### src/rtl/twos_to_sign_mag_serial.sv
// Bit-serial two's-complement to sign-magnitude converter.
// A word is accepted in IDLE, walked LSB-first for WIDTH clocks using the
// copy-until-first-one / invert-afterwards rule, then presented as
// sign + unsigned magnitude until the consumer takes it.
module twos_to_sign_mag_serial #(
  parameter int WIDTH = 8
) (
  input  logic             clk,
  input  logic             rst_n,
  input  logic             in_valid,
  output logic             in_ready,
  input  logic [WIDTH-1:0] in_data,
  output logic             out_valid,
  input  logic             out_ready,
  output logic             out_sign,
  output logic [WIDTH-1:0] out_mag,
  output logic             out_min
);

  // One extra bit so the counter can never wrap before reaching WIDTH-1.
  localparam int CNT_W = $clog2(WIDTH) + 1;

  typedef enum logic [1:0] {IDLE, SHIFT, DONE} state_t;

  state_t             state, state_nxt;
  logic [WIDTH-1:0]   shift_reg;
  logic [WIDTH-1:0]   mag_reg;
  logic               sign_reg;
  logic               min_reg;
  logic               seen_one;
  logic [CNT_W-1:0]   cnt;
  logic               accept;
  logic               last_bit;
  logic               res_bit;

  assign last_bit = (cnt == CNT_W'(WIDTH - 1));
  // Negative words: bits after the first 1 are inverted; everything else is copied.
  assign res_bit  = (sign_reg & seen_one) ? ~shift_reg[0] : shift_reg[0];

  assign out_sign = sign_reg;
  assign out_mag  = mag_reg;
  assign out_min  = min_reg;

  // State register.
  always_ff @(posedge clk or negedge rst_n) begin
    if (!rst_n) begin
      state <= IDLE;
    end else begin
      state <= state_nxt;
    end
  end

  // Next-state and handshake decode.
  always_comb begin
    state_nxt = state;
    in_ready  = 1'b0;
    out_valid = 1'b0;
    accept    = 1'b0;
    case (state)
      IDLE: begin
        in_ready = 1'b1;
        if (in_valid) begin
          accept    = 1'b1;
          state_nxt = SHIFT;
        end
      end
      SHIFT: begin
        if (last_bit) begin
          state_nxt = DONE;
        end
      end
      DONE: begin
        out_valid = 1'b1;
        if (out_ready) begin
          state_nxt = IDLE;
        end
      end
      default: state_nxt = IDLE;
    endcase
  end

  // Serial datapath: latch on accept, one bit per clock while shifting, hold otherwise.
  always_ff @(posedge clk or negedge rst_n) begin
    if (!rst_n) begin
      shift_reg <= '0;
      mag_reg   <= '0;
      sign_reg  <= 1'b0;
      min_reg   <= 1'b0;
      seen_one  <= 1'b0;
      cnt       <= '0;
    end else if (accept) begin
      shift_reg <= in_data;
      mag_reg   <= '0;
      sign_reg  <= in_data[WIDTH-1];
      min_reg   <= in_data[WIDTH-1] & ~(|in_data[WIDTH-2:0]);
      seen_one  <= 1'b0;
      cnt       <= '0;
    end else if (state == SHIFT) begin
      // Result enters at the MSB so bit i lands at position i after WIDTH shifts.
      mag_reg   <= {res_bit, mag_reg[WIDTH-1:1]};
      shift_reg <= shift_reg >> 1;
      seen_one  <= seen_one | shift_reg[0];
      cnt       <= cnt + CNT_W'(1);
    end
  end

endmodule

### config.mk
export PLATFORM = sky130hd
export DESIGN_NAME = twos_to_sign_mag_serial
export DESIGN_NICKNAME = d
export VERILOG_FILES = /design/src/rtl/twos_to_sign_mag_serial.sv
export SDC_FILE = /design/constraint.sdc
export NUM_CORES = 1
export LEC_CHECK = 0
export ABC_AREA = 1
export CORE_MARGIN = 3
export CORE_UTILIZATION = 40
export DETAILED_ROUTE_END_ITERATION = 8
export GPL_TIMING_DRIVEN = 0
export SLEW_MARGIN = 25
export SYNTH_ARGS = -nofsm -noshare
export SYNTH_HDL_FRONTEND = slang
export SYNTH_SLANG_ARGS = --single-unit
### constraint.sdc
create_clock -name clk -period 1.7 [get_ports clk]
set_input_delay 0.425 -clock clk [delete_from_list [all_inputs] [get_ports clk]]
set_output_delay 0.425 -clock clk [all_outputs]
set_load 0.005 [all_outputs]
* Word-level counts from Yosys, hierarchy flattened
Cells that the tools add are included.
** Storage, ports and cells
- Flip-flop bits (word level) :: 25
- Bits in latches :: 0
- RAM bits :: 0
- ROM bits :: 0
- Bits of input ports :: 12
- Output and inout port bits :: 12
- Memories kept :: 0
** Cells by class
- Add/sub/neg operators :: 1
- Multiply operators :: 0
- Div/mod/pow operators :: 0
- $lt $le $gt $ge :: 0
- Equal/unequal tests :: 6
- Shifts and indexed selects :: 0
- Muxes and demuxes :: 17
- Bitwise operators :: 5
- Reduce and logical (&&, ||, !) cells :: 4
** Operator list (number)
- two-way mux 8 bit :: 4
- two-way mux 4 bit :: 2
- two-way mux 1 bit :: 7
- OR reduction 7 bit :: 1
- two-way mux 2 bit :: 3
- inequality test 2 bit, second input constant :: 3
- case mux 2 bit (3 select lines) :: 1
- adder 4 x 1 -> 4 bit, second input constant :: 1
- equality test 4 x 3 -> 1 bit, second input constant :: 1
- AND reduction 3 bit :: 1
- bitwise AND 1 bit :: 2
- equality test 2 x 1 -> 1 bit, second input constant :: 1
- equality test 2 bit, second input constant :: 1
- zero test 2 bit :: 1
- NOT 1 bit :: 2
- nonzero test 2 bit :: 1
- OR 1 bit :: 1

* Longest topological paths before layout
Gate-level depths: netlist of run 1.
- Word-level depth :: 4
- Gate-level depth with buffers :: 7
- Gate-level depth less buffers :: 7

* Least setup slack after synthesis of run 1
OpenSTA, ideal clock, no wires.
- Path kind :: flip-flop to flip-flop
- From :: reg state[0]
- To :: reg seen_one
- Setup time :: 0.117 ns
- Arrival :: 0.897 ns
- Required time :: 1.583 ns
- Path slack :: 0.686 ns
- Stages on the path, launching flop included :: 6
- Buffers on the path :: 1
- Clock period less this slack :: 1.014 ns
- Cell sequence :: dfrtp_1 > nor2_4 > nand2_2 > buf_6 > o21ai_1 > inv_1
** Between the ends
- Word-level cells in the longest chain between the ends :: 3
** RTL lines
- start: declaration :: RTL line 25 : state_t state, state_nxt;
- start signal: assignment :: RTL line 49 : state <= state_nxt;
- zero test 2 bit :: RTL line 59 : case (state)
- two-way mux 1 bit :: RTL line 59
- two-way mux 1 bit or nonzero test 2 bit (tied branches)
- end signal: assignment :: RTL line 102 : seen_one <= seen_one | shift_reg[0];
- end: declaration :: RTL line 30 : logic seen_one;
Several ways; a longest one is shown, not always the timed one.
A chain may end at the register's enable or synchronous reset.

* Final worst setup path of run 1
- From :: reg mag_reg[1], in the netlist out_mag[1]
- To :: out out_mag[1]
** RTL lines
- start: declaration :: RTL line 27 : logic [WIDTH-1:0] mag_reg;
- start signal: assignment :: RTL line 100 : mag_reg <= {res_bit, mag_reg[WIDTH-1:1]};
- end: declaration :: RTL line 16 : output logic [WIDTH-1:0] out_mag,
No word-level cell between the ends.

==> results.md, run 1 <==
- Maxcap violations: 0
- Register bit total from synthesis: 25
- Final worst slack: 0.0862 ns
- Status: completed
- Synthesized area per cell: 8.82 sq um
- Fraction of layout cells with a size suffix above 1: 17.8%
- Routed WL: 2450 um
- Req. time, crit path: 1.27 ns
- Worst skew pair latency: 0.31 ns
- Worst path arrival time: 1.19 ns
- HPWL after DPL: 1740 um
- Synth top area share: 53.8%
- Worst-margin pin slew: 0.549 ns
- Cell Area, Placed: 1430 sq um
- Root Buffer: clkbuf_4
- Initial antenna violation count: 0
- RSZ-0062 raised after global routing: no
- Design area: 1480 sq um
- Post-DR wirelength/cell: 12.7 um
- Critical path buffers and inverters: 1
- Max-slew violations: 0
- VDD IR max: 0.939 mV
- Iter 0 DRT Violations: 39
- DIE AREA: 3590 sq um
- Initial Util: 44.5%
- Startpoint types: flop
- Final setup TNS: 0 ns
- Place WS: 0.124 ns
- Inst Count DP: 185
- Synth area leader: dfrtp_1
- Worst slew margin: 63.4%
- Tot Pwr: 2.33 mW
- GRT overflow: 0
- First-pass DRT Iterations: 4
- Die Wd: 59.9 um
- PwrDens: 1570 nW/um^2
- Syn Nets: 145
- Crit Path Class: reg -> out
- Slowest cell on crit path: clkdlybuf4s50_1
- Vias: 949
- Vias in the first global route: 966
- # diodes: 0
- Die Y: 59.9 um
- Reg-to-reg critical path startpoint: state[0]
- Mapped cell area: 1160 sq um
- LEAKAGE: 0.762 nW
- Hold WC Path Type: in -> async
- Final worst path period share: 94.9%
- First-pass GRT wire length: 4220 um
- Core ar.: 2610 sq um
- Final Non-Filler Cells: 193
- Area delta synth->final: 27.2%
- Fmax: 620 MHz
- Critical path's top delay family: buffers and inverters
- Largest net degree at the start of global routing: 26
- Max stage delay on crit path: 0.50 ns
- Worst-path clk slew: 0.13 ns
- DRC: 0
- H-Tree Level Count: 1
- Synthesized instance count: 132
- Post-route minimum period: 1.61 ns
- Max FO, Critical Path: 2
- Worst setup EP type: output port
- # hold bufs at CTS: 0
- Crit. Startpoint: out_mag[1]
- Commonest non-fill, non-tap cell in the layout: nand2_1
- Most frequent cells in the layout: nand2_1, dfrtp_1, inv_1
- Final Setup Violations: 0
- Final Hold Fails: 0
- Top cells by area, synth: dfrtp_1, nand2_1, inv_1, o211ai_2, o22ai_1
- CTS sink cnt: 25
- Antenna Nets Post-Route: 0
- Register area share after synthesis: 53.8%
- TritonCTS buffer count: 3
- Ports: 24
- Row count: 18
- RePlAce Congestion: 0.720
- Clock Path Buffers: 2
- Final nets: 177
- Netlist cell types: 19
- Via density: 4.92
- Crit-path cells: clkdlybuf4s50_1
- Worst clock skew: 0.00916 ns
- TritonCTS clock tree: done
- Buffers added on ports: 23
- Ys Warns: 0
- Total track usage: 15.7%
[synthesized netlist by cell type]
master and number:
nand2_1 38, dfrtp_1 25, inv_1 21, nor2_1 7, o21ai_1 7, nand3_1 6
o22ai_1 6, o211ai_2 5, inv_2 4, buf_4 2, buf_6 2, nand2_2 2
a21oi_1 1, ha_1 1, nand3_2 1, nand4_1 1, nor2_2 1, nor2_4 1
o21ai_2 1
[layer usage]
layer	routed length, um	up-vias	global-route usage (%)
met4	13	0	2.85
met1	1200	460	19.6
met2	1150	14	26.9
met3	87	2	4.75
li1	-	473	-
met5	0	-	0
[final cells by class]
type                       count  area, sq um
buffer                         4         37.5
sequential                    25          627
clock buffer                   4         26.3
timing repair buffer          27          251
fill                         278         1130
multi-input combinational     78          407
inverter                      25         93.8
tap                           30         37.5
[per-stage QoR]
step                      hold slack [ns]  util [%]
after floorplan                     0.129         -
after global placement              0.463      54.8
after detailed placement            0.449      54.6
after CTS                          0.0802      56.7
after global routing               0.0830      56.7
final                              0.0703      56.7
[cell families after synthesis]
| group | after synthesis | synth area share, % |
|---|---|---|
| AOI/OAI and AO/OA | 20 | 12.8 |
| adders and majority gates | 1 | 1.08 |
| buffers and inverters | 29 | 11.3 |
| DFF | 25 | 53.8 |
| and+or+nand+nor | 57 | 21.1 |
[repair_timing]
item	CTS	global route
endpoints found under the setup margin	3	2
buffers inserted	4	0
resized for setup	3	3
endpoints found under the hold margin	0	0
[report_power, final]
| group | internal (mW) | leakage (nW) | switching, mW | total (mW) |
|---|---|---|---|---|
| sequential | 0.835 | 0.322 | 0.151 | 0.986 |
| combinational | 0.532 | 0.425 | 0.549 | 1.08 |
| clock | 0.0917 | 0.0150 | 0.169 | 0.260 |
[path summary, 6_finish.rpt]
kind	end	slack, ns	depth (start not counted)
worst min-delay path	cnt[2]	0.07	1
max in group asynchronous	state[0]	1.24	1
min in group clk	out_min	0.50	2
worst max register to register	shift_reg[5]	0.32	6
worst min register to register	out_min	0.50	2
worst max-delay path	out_mag[1]	0.09	1
Power figures use the tool's default switching activity.
==> run 2: changes to the inputs <==
--- a/config.mk
+++ b/config.mk
@@ -10,6 +10,8 @@
 export CORE_UTILIZATION = 40
 export DETAILED_ROUTE_END_ITERATION = 8
 export GPL_TIMING_DRIVEN = 0
+export PLACE_DENSITY = 0.67
+export SKIP_LAST_GASP = 1
 export SLEW_MARGIN = 25
 export SYNTH_ARGS = -nofsm -noshare
 export SYNTH_HDL_FRONTEND = slang
==> constraint.sdc (replaced) <==
create_clock -name clk -period 1.3 [get_ports clk]
set_input_delay 0.325 -clock clk [delete_from_list [all_inputs] [get_ports clk]]
set_output_delay 0.325 -clock clk [all_outputs]
set_load 0.005 [all_outputs]
==> results.md, run 2 (synthesis gave the netlist of run 1 again) <==
- Maxcap violations: 0
- Routed WL: 2620 um
- Critical path's top delay family: flip-flops
- Max stage delay on crit path: 0.40 ns
- Crit-path cells: buf_4, nor2_4, buf_2
- Cell Area, Placed: 1430 sq um
- H-Tree Level Count: 1
- Core ar.: 2610 sq um
- Max FO, Critical Path: 2
- Vias in the first global route: 1084
- Worst setup EP type: output port
- Worst clock skew: 0.00628 ns
- Design area: 1630 sq um
- Commonest non-fill, non-tap cell in the layout: nand2_1
- RSZ-0062 raised after global routing: yes
- Final Setup Violations: 10
- Worst Reg-to-Reg Cells: 6
- HPWL after DPL: 1830 um
- Startpoint types: flop
- GRT overflow: 0
- Final worst slack: -0.0971 ns
- DRC: 0
- CTS sink cnt: 25
- TritonCTS clock tree: done
- First-pass GRT wire length: 4550 um
- Clock Path Buffers: 2
- Req. time, crit path: 0.98 ns
- Row count: 18
- Root Buffer: clkbuf_4
- Final nets: 193
- Worst path arrival time: 1.07 ns
- PwrDens: 2030 nW/um^2
- Die Wd: 59.9 um
- Critical path buffers and inverters: 2
- Util after Layout: 62.5%
- Slowest cell on crit path: dfrtp_1
- Via density: 4.89
- Status: finished with violations
- Post-route minimum period: 1.40 ns
- Final Non-Filler Cells: 209
- Crit Path Class: reg -> out
- TritonCTS buffer count: 3
- Max-slew violations: 0
- Ports: 24
- Largest net degree at the start of global routing: 26
- Vias: 1022
- VDD IR max: 1.16 mV
- R2R setup slack: -0.02 ns
- Buffers added on ports: 23
- Inst Count DP: 185
- Final hold slack: 0.508 ns
- Worst-path clk slew: 0.13 ns
- Hold WC Path Type: in -> async
- # diodes: 0
- DIE AREA: 3590 sq um
- Area delta synth->final: 40.4%
- Initial Util: 44.5%
- Crit. path cell count: 3
- Final worst path period share: 107%
- Iter 0 DRT Violations: 13
- RePlAce Congestion: 0.704
- Fraction of layout cells with a size suffix above 1: 29.6%
- Die Y: 59.9 um
- Final Hold Fails: 0
- Worst skew pair latency: 0.32 ns
- Worst-margin pin slew: 0.557 ns
- Initial antenna violation count: 0
- Fmax: 716 MHz
- Post-DR wirelength/cell: 12.5 um
- Antenna Nets Post-Route: 0
- Violated checks: negative setup slack
- Worst slew margin: 62.9%
- LEAKAGE: 0.856 nW
- Total track usage: 16.7%
- First-pass DRT Iterations: 3
- Fillers: 238
- Most frequent cells in the layout: nand2_1, dfrtp_1, inv_1
run 2: worst register-to-register path, stage by stage (launching register included):
cell     delay [ns]
dfrtp_2        0.43
buf_4          0.14
buf_4          0.14
o21ai_2        0.24
buf_6          0.19
nand2_1        0.06
o21ai_1        0.07
run 2: metal layers:
layer  wire length, um  share of wire (%)  GRT usage, %  up-vias
met5                 0                  0             0        -
met4                31                1.2          5.70        0
met3               100                3.8          2.81        4
met2              1380                 53          29.2       13
met1              1110                 42          20.7      499
li1                  -                  -             -      506
run 2: area by class of cell:
type	instances	area (sq um)	share of cell area, %
repair buffers	43	364	22.3
plain buffers	4	48.8	2.99
clock buffers	4	26.3	1.61
well taps	30	37.5	2.30
flip-flops and latches	25	627	38.4
multi-input cells	78	434	26.6
inverters	25	96.3	5.90
run 2: repair_timing:
action	in CTS	in global routing
pin swaps	1	0
gates resized for setup	30	15
endpoints found under the hold margin	25	0
gates cloned	0	1
setup endpoints to repair	12	29
setup buffers	10	8
hold buffers	1	0
run 2: power by group:
part	switching, mW	leakage (nW)	internal (mW)
Combinational	0.813	0.519	0.870
Clock	0.225	0.0150	0.120
Sequential	0.199	0.322	1.09
run 2: worst paths after layout:
check,from,end
setup reg to reg,state[0],cnt[2]
setup / recovery,state[1],in_ready
max in group asynchronous,rst_n,state[0]
hold reg to reg,shift_reg[1],shift_reg[1]
hold / removal,rst_n,out_mag[0]
min in group clk,shift_reg[1],shift_reg[1]
run 2: through the flow:
step | setup WS [ns] | total power [mW] | TNS, ns
3_3_place_gp | -0.385 | 2.62 | -11.90
2_1_floorplan | 0.286 | 2.13 | 0
6_report | -0.0971 | 3.32 | -0.269
5_1_grt | -0.151 | 3.61 | -1.58
3_5_place_dp | -0.204 | 2.68 | -2.94
4_1_cts | -0.0978 | 3.13 | -0.515
